--- src/rtl/dino_pkg.sv ---
// Shared types and widths for the game's score path.
// Holds the game phase encoding and the BCD score width.
// Imported by the interface, the controller and the bench.
package dino_pkg;

  typedef enum logic [1:0] {
    IDLE  = 2'd0,
    CLEAR = 2'd1,
    RUN   = 2'd2,
    DEAD  = 2'd3
  } game_state_t;

  localparam int SCORE_DIGITS = 6;
  localparam int SCORE_W      = 4 * SCORE_DIGITS;

endpackage

--- src/rtl/score_controller_if.sv ---
// Bundle between game logic / score counter (master) and the run controller (slave).
// Pure wiring, no latency.
// No backpressure: every signal is a level or a single-cycle pulse.
interface score_controller_if;
  import dino_pkg::*;

  logic                 start;
  logic                 collision;
  logic [SCORE_W-1:0]   score_in;
  logic                 tick;
  logic                 score_clear;
  logic                 frozen;
  game_state_t          game_state;
  logic [SCORE_W-1:0]   high_score;
  logic                 new_record;

  modport master (
    output start, collision, score_in,
    input  tick, score_clear, frozen, game_state, high_score, new_record
  );

  modport slave (
    input  start, collision, score_in,
    output tick, score_clear, frozen, game_state, high_score, new_record
  );

endinterface

--- src/rtl/tick_prescaler.sv ---
// Divides the system clock down to the score-advance tick.
// Tick is registered: it appears the cycle after the counter sits at TICK_DIV-1.
// No backpressure; en low holds the count, clr forces it back to zero.
module tick_prescaler #(
  parameter int TICK_DIV = 10
) (
  input  logic clk,
  input  logic reset,
  input  logic clr,
  input  logic en,
  output logic tick
);

  localparam int CNT_W = $clog2(TICK_DIV);
  localparam logic [CNT_W-1:0] CNT_MAX = CNT_W'(TICK_DIV - 1);

  logic [CNT_W-1:0] cnt_q, cnt_d;
  logic             tick_q, tick_d;

  // Next count and tick pulse; clear wins over enable.
  always_comb begin
    cnt_d  = cnt_q;
    tick_d = 1'b0;
    if (clr) begin
      cnt_d = '0;
    end else if (en) begin
      tick_d = (cnt_q == CNT_MAX);
      cnt_d  = (cnt_q == CNT_MAX) ? '0 : cnt_q + 1'b1;
    end
  end

  // Counter and tick registers.
  always_ff @(posedge clk or posedge reset) begin
    if (reset) begin
      cnt_q  <= '0;
      tick_q <= 1'b0;
    end else begin
      cnt_q  <= cnt_d;
      tick_q <= tick_d;
    end
  end

  assign tick = tick_q;

endmodule

--- src/rtl/score_controller.sv ---
// Run-control FSM for the score path: idle/clear/run/dead, tick generation, high-score capture.
// All outputs registered; high_score/new_record settle two cycles after a collision.
// Optional HIGH_SCORE_EN macro builds the high-score register; without it DEAD takes start at once.
module score_controller
  import dino_pkg::*;
#(
  parameter int CLK_HZ  = 50_000_000,
  parameter int TICK_HZ = 10
) (
  input  logic               clk,
  input  logic               reset,
  score_controller_if.slave  bus
);

  localparam int TICK_DIV = CLK_HZ / TICK_HZ;

  game_state_t state_q, state_d;
  logic        score_clear_q, score_clear_d;
  logic        frozen_q, frozen_d;
  logic        cmp_busy;
  logic        pre_clr, pre_en, pre_tick;

`ifdef HIGH_SCORE_EN
  logic [SCORE_W-1:0] high_score_q, high_score_d;
  logic               new_record_q, new_record_d;
  logic               cmp_pending_q, cmp_pending_d;

  assign cmp_busy = cmp_pending_q;
`else
  logic unused_score;

  assign cmp_busy     = 1'b0;
  assign unused_score = ^bus.score_in;
`endif

  // Phase sequencing plus the registered control outputs derived from the next phase.
  always_comb begin
    state_d = state_q;
    unique case (state_q)
      IDLE:  if (bus.start) state_d = CLEAR;
      CLEAR: state_d = RUN;
      RUN:   if (bus.collision) state_d = DEAD;
      DEAD:  if (bus.start && !cmp_busy) state_d = CLEAR;
    endcase
    score_clear_d = (state_d == CLEAR);
    frozen_d      = (state_d != RUN);

`ifdef HIGH_SCORE_EN
    high_score_d  = high_score_q;
    new_record_d  = new_record_q;
    cmp_pending_d = cmp_pending_q;
    if (state_q == CLEAR) new_record_d = 1'b0;
    if (state_q == RUN && bus.collision) cmp_pending_d = 1'b1;
    // Packed BCD orders like binary, so a plain unsigned compare is exact.
    if (state_q == DEAD && cmp_pending_q) begin
      if (bus.score_in > high_score_q) begin
        high_score_d = bus.score_in;
        new_record_d = 1'b1;
      end
      cmp_pending_d = 1'b0;
    end
`endif
  end

  // Single state/output register bank for the FSM.
  always_ff @(posedge clk or posedge reset) begin
    if (reset) begin
      state_q       <= IDLE;
      score_clear_q <= 1'b0;
      frozen_q      <= 1'b1;
`ifdef HIGH_SCORE_EN
      high_score_q  <= '0;
      new_record_q  <= 1'b0;
      cmp_pending_q <= 1'b0;
`endif
    end else begin
      state_q       <= state_d;
      score_clear_q <= score_clear_d;
      frozen_q      <= frozen_d;
`ifdef HIGH_SCORE_EN
      high_score_q  <= high_score_d;
      new_record_q  <= new_record_d;
      cmp_pending_q <= cmp_pending_d;
`endif
    end
  end

  // Collision holds the prescaler so it beats a coincident tick.
  assign pre_clr = (state_q == CLEAR);
  assign pre_en  = (state_q == RUN) && !bus.collision;

  tick_prescaler #(.TICK_DIV(TICK_DIV)) u_prescaler (
    .clk   (clk),
    .reset (reset),
    .clr   (pre_clr),
    .en    (pre_en),
    .tick  (pre_tick)
  );

  assign bus.tick        = pre_tick;
  assign bus.score_clear = score_clear_q;
  assign bus.frozen      = frozen_q;
  assign bus.game_state  = state_q;
`ifdef HIGH_SCORE_EN
  assign bus.high_score  = high_score_q;
  assign bus.new_record  = new_record_q;
`else
  assign bus.high_score  = '0;
  assign bus.new_record  = 1'b0;
`endif

endmodule
--- src/flat_wrapper.sv ---
// flat-port wrapper written by rule: the top's interface ports become plain ports
module score_controller_flat import dino_pkg::*;
#(
  parameter int CLK_HZ  = 50_000_000,
  parameter int TICK_HZ = 10
)
  (clk, reset, bus_start, bus_collision, bus_score_in, bus_tick, bus_score_clear, bus_frozen, bus_game_state, bus_high_score, bus_new_record);
  score_controller_if bus_i ();
  input  logic clk;
  input  logic reset;
  input wire logic [$bits(bus_i.start)-1:0] bus_start;
  input wire logic [$bits(bus_i.collision)-1:0] bus_collision;
  input wire logic [$bits(bus_i.score_in)-1:0] bus_score_in;
  output wire logic [$bits(bus_i.tick)-1:0] bus_tick;
  output wire logic [$bits(bus_i.score_clear)-1:0] bus_score_clear;
  output wire logic [$bits(bus_i.frozen)-1:0] bus_frozen;
  output wire logic [$bits(bus_i.game_state)-1:0] bus_game_state;
  output wire logic [$bits(bus_i.high_score)-1:0] bus_high_score;
  output wire logic [$bits(bus_i.new_record)-1:0] bus_new_record;
  assign bus_i.start = bus_start;
  assign bus_i.collision = bus_collision;
  assign bus_i.score_in = bus_score_in;
  assign bus_tick = bus_i.tick;
  assign bus_score_clear = bus_i.score_clear;
  assign bus_frozen = bus_i.frozen;
  assign bus_game_state = bus_i.game_state;
  assign bus_high_score = bus_i.high_score;
  assign bus_new_record = bus_i.new_record;
  score_controller #(.CLK_HZ(CLK_HZ), .TICK_HZ(TICK_HZ)) u_core (.clk(clk), .reset(reset), .bus(bus_i));
endmodule
--- config.mk ---
export PLATFORM = sky130hd
export DESIGN_NAME = score_controller_flat
export DESIGN_NICKNAME = d
export VERILOG_FILES = /design/src/rtl/dino_pkg.sv /design/src/rtl/score_controller_if.sv /design/src/rtl/tick_prescaler.sv /design/src/rtl/score_controller.sv /design/src/flat_wrapper.sv
export SDC_FILE = /design/constraint.sdc
export NUM_CORES = 1
export LEC_CHECK = 0
export ABC_AREA = 1
export CORE_MARGIN = 2
export CORE_UTILIZATION = 35
export DETAILED_ROUTE_END_ITERATION = 6
export GPL_ROUTABILITY_DRIVEN = 0
export PLACE_DENSITY = 0.6
export REMOVE_ABC_BUFFERS = 1
export SLEW_MARGIN = 15
export SYNTH_ARGS = -nofsm -noshare
export SYNTH_HDL_FRONTEND = slang
export SYNTH_SLANG_ARGS = --single-unit
--- constraint.sdc ---
create_clock -name clk -period 2.9 [get_ports clk]
set_input_delay 0.29 -clock clk [delete_from_list [all_inputs] [get_ports clk]]
set_output_delay 0.29 -clock clk [all_outputs]
set_load 0.01 [all_outputs]
==> metrics.md, run 1 <==
| Metric | Value |
|---|---|
| Layout filler cell count | `582` |
| Worst path arrival time | `2.12 ns` |
| Final core area utilization | `37.4%` |
| Port-buffer cells | `8` |
| Hold violation total from the final report | `0` |
| Post-DP HPWL | `2730 um` |
| Crit path time final | `1.91 ns` |
| Summed negative setup slack over all endpoints | `0 ns` |
| Setup-failing EPs final | `0` |
| Total Power | `1.14 mW` |
| Switching share of total power | `37.5%` |
| Syn_area_per_cell | `7.43 um^2` |
| Number of standard cells after synthesis | `264` |
| WS Path Type | `flop to flop` |
| Post-route non-filler standard cell count | `345` |
| Initial standard-cell utilization of the core | `35.8%` |
| Post-Synth Adder-Cell Area | `2.55%` |
| Count of cells resized by post-cts repair | `0` |
| Xor/xnor cell area share of the yosys netlist | `4.47%` |
| Post-DRT Antenna Nets | `0` |
| Number of vias per cell after detailed routing | `4.25` |
| Number of storage elements in the synthesis netlist | `28` |
| Post-layout nets | `306` |
| Clock power share | `19.3%` |
| Number of buffers inserted during clock tree synthesis | `3` |
| Switching power summed over all nets | `0.428 mW` |
| Power share of the sequential group | `44.7%` |
| Sequential element share of the synthesized area | `35.8%` |
| Vias in the first global route | `1432` |
| Placed cells | `341` |
| Synth-to-layout area growth | `4.40%` |
| Total cell area at the placement stage | `2000 um^2` |
| CTS Sinks | `28` |
| WL per Instance | `10.2 um` |
| Worst hold margin | `0.372 ns` |
| Critical path startpoint category | `flop` |
| Root Buffer | `clkbuf_8` |
| Unrepaired setup endpoints after global routing | `false` |
| Die width | `78.8 um` |
| Overall die area | `6220 um^2` |
| Comb pwr share | `36.0%` |
| Site row count | `27` |
| CTS tree | `built` |
| Pin count of the biggest net entering global routing | `29` |
| GRT overflow | `0` |
| Final count of pins violating max slew | `0` |
| First drt pass iteration count | `4` |
| Final Cell Area | `2050 um^2` |
| Area of the mapped netlist | `1960 um^2` |
| Post-CTS setup buffer count | `0` |
| Total global routing track utilization | `12.8%` |
| Final period utilization | `65.8%` |
| Main combinational cell family by area after synthesis | `simple AND/OR/NAND/NOR gates` |
| Ys Warns | `0` |
| Design internal power | `0.715 mW` |
| Required @ worst endpoint | `3.11 ns` |
| Kind of path behind the tightest hold check | `input port to async pin` |
| DRC marker count from the first detailed-route iteration | `84` |
| Clk_skew | `0.00551 ns` |
| CTS clock-pin slew for the worst setup and hold paths | `0.10 ns` |
| Dpl ws | `0.926 ns` |
| Run status | `completed` |
| DRC errors left | `0` |
| Maximum clock frequency | `0.524 GHz` |
| Count of unique library cells instantiated by Yosys | `31` |
| Largest fanout on the critical path | `7` |
| Die Y | `78.8 um` |
| Highest ir drop seen on vdd | `0.384 mV` |
| Antenna violations before repair | `0` |
| Post-cts hold buffer count | `0` |
| Total power per unit cell area | `558 nW/um^2` |
| Post-synthesis share of cell area spent on and, or, nand and nor gates | `34.9%` |
| Share of cell area taken by muxes after synthesis | `0%` |
| Share of final-layout standard cells stronger than drive strength 1 | `12.1%` |
| H-tree Lvls | `1` |
| Final Routed Wirelength | `3510 um` |
| Ports placed on the boundary | `58` |
| Maximum capacitance violations | `0` |
| Wire length of the first global-routing pass | `6370 um` |
| Endpoint kind of the worst setup timing path | `flop` |
| Antenna diodes | `0` |
| Worst Setup Slack, final | `0.992 ns` |
| Worst skew pair latency | `0.28 ns` |
| Static Leakage | `0.958 nW` |
| Placeable core region | `5470 um^2` |
| Vias | `1465` |
| Share of the synthesized area in compound gates (AO/OA/AOI/OAI) | `3.77%` |
| Largest buffer count on any clock path | `2` |
-- critical path: stages, from the launching register on --
cell	delay, ns
dfrtp_1	0.42
inv_1	0.08
ha_1	0.18
inv_1	0.08
nand2_1	0.19
buf_4	0.20
nand3_1	0.16
inv_1	0.15
nand2_1	0.09
o21bai_1	0.13
inv_1	0.05
nor2_1	0.09
-- sequential cells by signal, summed over array words and instances (netlist names) --
signal,flops
u_core.u_prescaler.cnt_q,23
u_core.bus.game_state,2
u_core.bus.frozen,1
u_core.bus.score_clear,1
u_core.u_prescaler.tick,1
-- power groups by stage --
stage	registers [mW]	logic, mW	clock network, mW
floorplan	0.520	0.274	0
global placement	0.518	0.410	0
detailed placement	0.517	0.419	0
CTS	0.510	0.420	0.229
global route	0.521	0.474	0.242
finish	0.510	0.411	0.221
-- routing by layer --
layer / part of all wire (%) / GRT usage, % / up-vias
met1: 50 / 17.1 / 657
met5: 0 / 0 / -
met2: 46 / 21.2 / 26
met3: 3.6 / 2.16 / 2
li1: - / - / 780
met4: 0.46 / 4.14 / 0
-- path summary, 6_finish.rpt --
path	cells past startpoint	slack, ns	endpoint	startpoint
setup reg to reg	11	0.99	u_core.u_prescaler.cnt_q[19]$_DFFE_PP0P_	u_core.bus.game_state[1]$_DFF_PP0_
max in group asynchronous	3	2.23	u_core.bus.frozen$_DFF_PP1_	reset
hold / removal	3	0.37	u_core.u_prescaler.cnt_q[1]$_DFFE_PP0P_	reset
hold reg to reg	2	0.52	u_core.u_prescaler.cnt_q[1]$_DFFE_PP0P_	u_core.u_prescaler.cnt_q[1]$_DFFE_PP0P_
min in group clk	2	0.52	u_core.u_prescaler.cnt_q[1]$_DFFE_PP0P_	u_core.u_prescaler.cnt_q[1]$_DFFE_PP0P_
setup / recovery	11	0.99	u_core.u_prescaler.cnt_q[19]$_DFFE_PP0P_	u_core.bus.game_state[1]$_DFF_PP0_
-- layout make-up --
type	instances	area (um^2)	area share [%]
Clock buffer	4	45.0	2.20
Inverter	32	125	6.11
Sequential cell	28	702	34.3
Multi-Input combinational cell	199	990	48.3
Tap cell	72	90.1	4.40
Timing Repair Buffer	10	95.1	4.65
-- placed cells by master (no fill, tap or decap) --
cell type        instances
xnor2_1                  1
nand3b_1                 1
dfrtp_1                 27
inv_2                    1
inv_1                   30
nor2_2                  14
nor2_4                   3
o21ai_0                  8
ha_1                     4
nand3_1                 12
buf_4                    2
a211o_1                  1
clkbuf_8                 3
nand4_1                  6
nor2_1                  39
nand2_4                  1
conb_1                  25
clkinv_4                 1
and2_2                   1
nand2_2                  3
clkbuf_1                 1
o31ai_1                  1
a21oi_1                  2
clkdlybuf4s50_1          8
nand3_2                  3
o21bai_1                 1
xor2_1                   9
nand2_1                 62
and2_1                   1
dfstp_2                  1
nor3_1                   1
-- cells by family after synthesis --
| logic type | Yosys count |
|---|---|
| XOR/XNOR | 10 |
| AO/OA/AOI/OAI | 13 |
| other | 1 |
| flip-flops | 28 |
| AND/OR/NAND/NOR | 147 |
| adder cells (fa/ha/maj) | 4 |
| buffers and inverters | 61 |
-- synth_stat cells, drive strengths merged --
cell / count / area [um^2]
dfrtp: 27 / 676
xor2: 9 / 78.8
nand3: 15 / 90.1
xnor2: 1 / 8.76
o21ai: 8 / 40.0
nand2: 66 / 263
a211o: 1 / 8.76
nor3: 1 / 5.00
o21bai: 1 / 7.51
clkinv: 1 / 8.76
dfstp: 1 / 26.3
clkbuf: 1 / 13.8
nand4: 6 / 37.5
ha: 4 / 50.1
and2: 2 / 13.8
conb: 1 / 3.75
buf: 28 / 220
o31ai: 1 / 7.51
nor2: 56 / 268
nand3b: 1 / 7.51
inv: 31 / 116
a21oi: 2 / 10.0
No activity file was read; power rests on OpenSTA's default activity.
==> run 2, diff against run 1 <==
==> constraint.sdc (replaced) <==
create_clock -name clk -period 1.9 [get_ports clk]
set_input_delay 0.19 -clock clk [delete_from_list [all_inputs] [get_ports clk]]
set_output_delay 0.19 -clock clk [all_outputs]
set_load 0.01 [all_outputs]
==> metrics.md, run 2 (synthesis gave the netlist of run 1 again) <==
| Metric | Value |
|---|---|
| Run status | `completed` |
| Highest ir drop seen on vdd | `0.664 mV (+73%)` |
| Post-CTS setup buffer count | `0 (unchanged)` |
| Maximum capacitance violations | `0 (unchanged)` |
| Post-DRT Antenna Nets | `0 (unchanged)` |
| Highest-count cells in the layout ignoring fill and taps | `nand2_1, nor2_1, inv_1` |
| Highest metal layer used by the detailed router | `met4` |
| DRC errors left | `0 (unchanged)` |
| Final period utilization | `90.9% (+25 points)` |
| Die Y | `78.8 um (unchanged)` |
| Switching share of total power | `36.9% (-0.55 points)` |
| Vias | `1497 (+2.2%)` |
| Post-route non-filler standard cell count | `345 (unchanged)` |
| Flip-flop and latch area | `702 um^2 (unchanged)` |
| Total global routing track utilization | `12.6% (-0.18 points)` |
| List of cells traversed by the critical path | `inv_1, ha_1, inv_1, nand2_1, nand2_1, nor2_4, nand2_1, nor2_2, nand2_1, nand2_1, nor2_1` |
| Clk_skew | `0.00129 ns (-0.00421 ns)` |
| Pin count of the biggest net entering global routing | `29 (unchanged)` |
| Met2 wirelength from detailed routing | `1660 um (+2.0%)` |
| Vias in the first global route | `1443 (+0.77%)` |
| Switching power summed over all nets | `0.660 mW (+54%)` |
| Cell mode on critical path | `nand2_1` |
| Design internal power | `1.13 mW (+58%)` |
| Final count of pins violating max slew | `0 (unchanged)` |
| Power share of the sequential group | `43.6% (-1.1 points)` |
| Static Leakage | `0.964 nW (+0.63%)` |
| Summed negative setup slack over all endpoints | `0 ns (unchanged)` |
| Synth-to-layout area growth | `4.91%` |
| Antenna violations before repair | `0 (unchanged)` |
| Hold violation total from the final report | `0 (unchanged)` |
| Ports placed on the boundary | `58 (unchanged)` |
| Total length of routed met3 wires | `186 um (+48%)` |
| Worst skew pair latency | `0.27 ns (about the same)` |
| Placed cells | `341 (unchanged)` |
| Final Cell Area | `2060 um^2 (+0.49%)` |
| Number of vias per cell after detailed routing | `4.34 (+2.2%)` |
| Post-cts hold buffer count | `0 (unchanged)` |
| Slowest library cell on the worst path | `dfrtp_1` |
| Cell family with most CP delay | `simple AND/OR/NAND/NOR gates` |
| Count of cells resized by post-cts repair | `0 (unchanged)` |
| Most common cell after layout, fill and taps aside | `nand2_1` |
| Port-buffer cells | `8 (unchanged)` |
| Kind of path behind the tightest hold check | `input port to async pin` |
| First drt pass iteration count | `4 (unchanged)` |
| Final Routed Wirelength | `3540 um (+1.0%)` |
| Total Power | `1.79 mW (+56%)` |
| WS Path Type | `flop to flop` |
| Post-layout nets | `306 (unchanged)` |
| H-tree Lvls | `1 (unchanged)` |
| Number of buffers inserted during clock tree synthesis | `3 (unchanged)` |
| Worst Setup Slack, final | `0.173 ns (-0.820 ns)` |
| Clock power share | `20.7% (+1.4 points)` |
| Worst hold margin | `0.270 ns (-0.102 ns)` |
| Crit path time final | `1.73 ns (-0.180 ns)` |
| Largest fanout on the critical path | `4 (-3)` |
| Overall die area | `6220 um^2 (unchanged)` |
| Number of buffers and inverters on the critical path | `2 (-3)` |
| Wire length of the first global-routing pass | `6320 um (-0.75%)` |
| Total power per unit cell area | `869 nW/um^2 (+56%)` |
| Critical path startpoint category | `flop` |
| CTS tree | `built` |
| Largest buffer count on any clock path | `2 (unchanged)` |
| CTS Sinks | `28 (unchanged)` |
| Antenna diodes | `0 (unchanged)` |
| GRT overflow | `0 (unchanged)` |
| Share of final-layout standard cells stronger than drive strength 1 | `12.5% (+0.37 points)` |
| Number of flip-flops under the largest register name | `23 (unchanged)` |
| Initial standard-cell utilization of the core | `35.8% (unchanged)` |
| Required @ worst endpoint | `2.08 ns (-1.03 ns)` |
| Setup-failing EPs final | `0 (unchanged)` |
| Maximum clock frequency | `0.579 GHz (+10%)` |
| Worst path max stage delay | `0.42 ns (about the same)` |
| Final core area utilization | `37.6% (+0.18 points)` |
| Placeable core region | `5470 um^2 (unchanged)` |
| Worst path arrival time | `1.90 ns (-0.22 ns)` |
| Root Buffer | `clkbuf_8` |
| CTS clock-pin slew for the worst setup and hold paths | `0.09 ns (about the same)` |
| Dpl ws | `0.167 ns (-0.759 ns)` |
| Total cell area at the placement stage | `2000 um^2 (unchanged)` |
| Post-DP HPWL | `2800 um (+2.6%)` |
| Length of routed wiring on met1 | `1670 um (-4.0%)` |
| Endpoint kind of the worst setup timing path | `flop` |
| Unrepaired setup endpoints after global routing | `false` |
| Site row count | `27 (unchanged)` |
| Die width | `78.8 um (unchanged)` |
| Area used by multi-input combinational logic | `990 um^2 (unchanged)` |
| WL per Instance | `10.3 um (+1.0%)` |
| Top register by number of flip-flops | `u_core.u_prescaler.cnt_q` |
| DRC marker count from the first detailed-route iteration | `110 (+31%)` |
| Layout filler cell count | `590 (+1.4%)` |
| Comb pwr share | `35.8% (-0.2 points)` |
## run 2: cell types whose count changed in the layout (fill, tap and decap cells not counted)
cell,before,now
clkbuf_8,3,4
clkbuf_1,1,0
## run 2: routing by layer
metal	up-vias	track usage, %
met5	-	0
met4	0	2.59
met3	5	2.84
met2	39	22.2
met1	676	15.9
li1	777	-
## run 2: worst paths after layout
kind	cells after the start	endpoint	slack [ns]	from
setup / recovery	11	u_core.u_prescaler.cnt_q[16]$_DFFE_PP0P_	0.17	u_core.bus.game_state[1]$_DFF_PP0_
min in group clk	2	u_core.u_prescaler.cnt_q[1]$_DFFE_PP0P_	0.53	u_core.u_prescaler.cnt_q[1]$_DFFE_PP0P_
max in group asynchronous	3	u_core.bus.frozen$_DFF_PP1_	1.33	reset
setup reg to reg	11	u_core.u_prescaler.cnt_q[16]$_DFFE_PP0P_	0.17	u_core.bus.game_state[1]$_DFF_PP0_
hold / removal	3	u_core.u_prescaler.cnt_q[4]$_DFFE_PP0P_	0.27	reset
hold reg to reg	2	u_core.u_prescaler.cnt_q[1]$_DFFE_PP0P_	0.53	u_core.u_prescaler.cnt_q[1]$_DFFE_PP0P_
## run 2: cell type report
class | instances | area share (%)
Multi-Input combinational cell | 199 | 48.1
Sequential cell | 28 | 34.1
Inverter | 32 | 6.08
Timing Repair Buffer | 10 | 4.62
Tap cell | 72 | 4.38
Clock buffer | 4 | 2.68
## run 2: power by group through the flow
stage	registers [mW]	logic (mW)	clock network (mW)
global route	0.793	0.722	0.419
floorplan	0.794	0.419	0
detailed placement	0.791	0.649	0
CTS	0.781	0.652	0.389
global placement	0.790	0.629	0
finish	0.779	0.639	0.369
## run 2: worst reg2reg max path, stage by stage (launching register included)
cell	delay, ns
dfrtp_1	0.42
inv_1	0.08
ha_1	0.18
inv_1	0.08
nand2_1	0.15
nand2_1	0.16
nor2_4	0.16
nand2_1	0.08
nor2_2	0.14
nand2_1	0.06
nand2_1	0.06
nor2_1	0.03
==> run 3, diff against run 2 <==
--- a/config.mk
+++ b/config.mk
@@ -8,6 +8,7 @@
 export ABC_AREA = 1
 export CORE_MARGIN = 2
 export CORE_UTILIZATION = 35
+export CTS_CLUSTER_DIAMETER = 80
 export DETAILED_ROUTE_END_ITERATION = 6
 export GPL_ROUTABILITY_DRIVEN = 0
 export PLACE_DENSITY = 0.6
==> results of run 3 <==
Same layout as run 2: the final DEF is identical, and so are final timing and power.
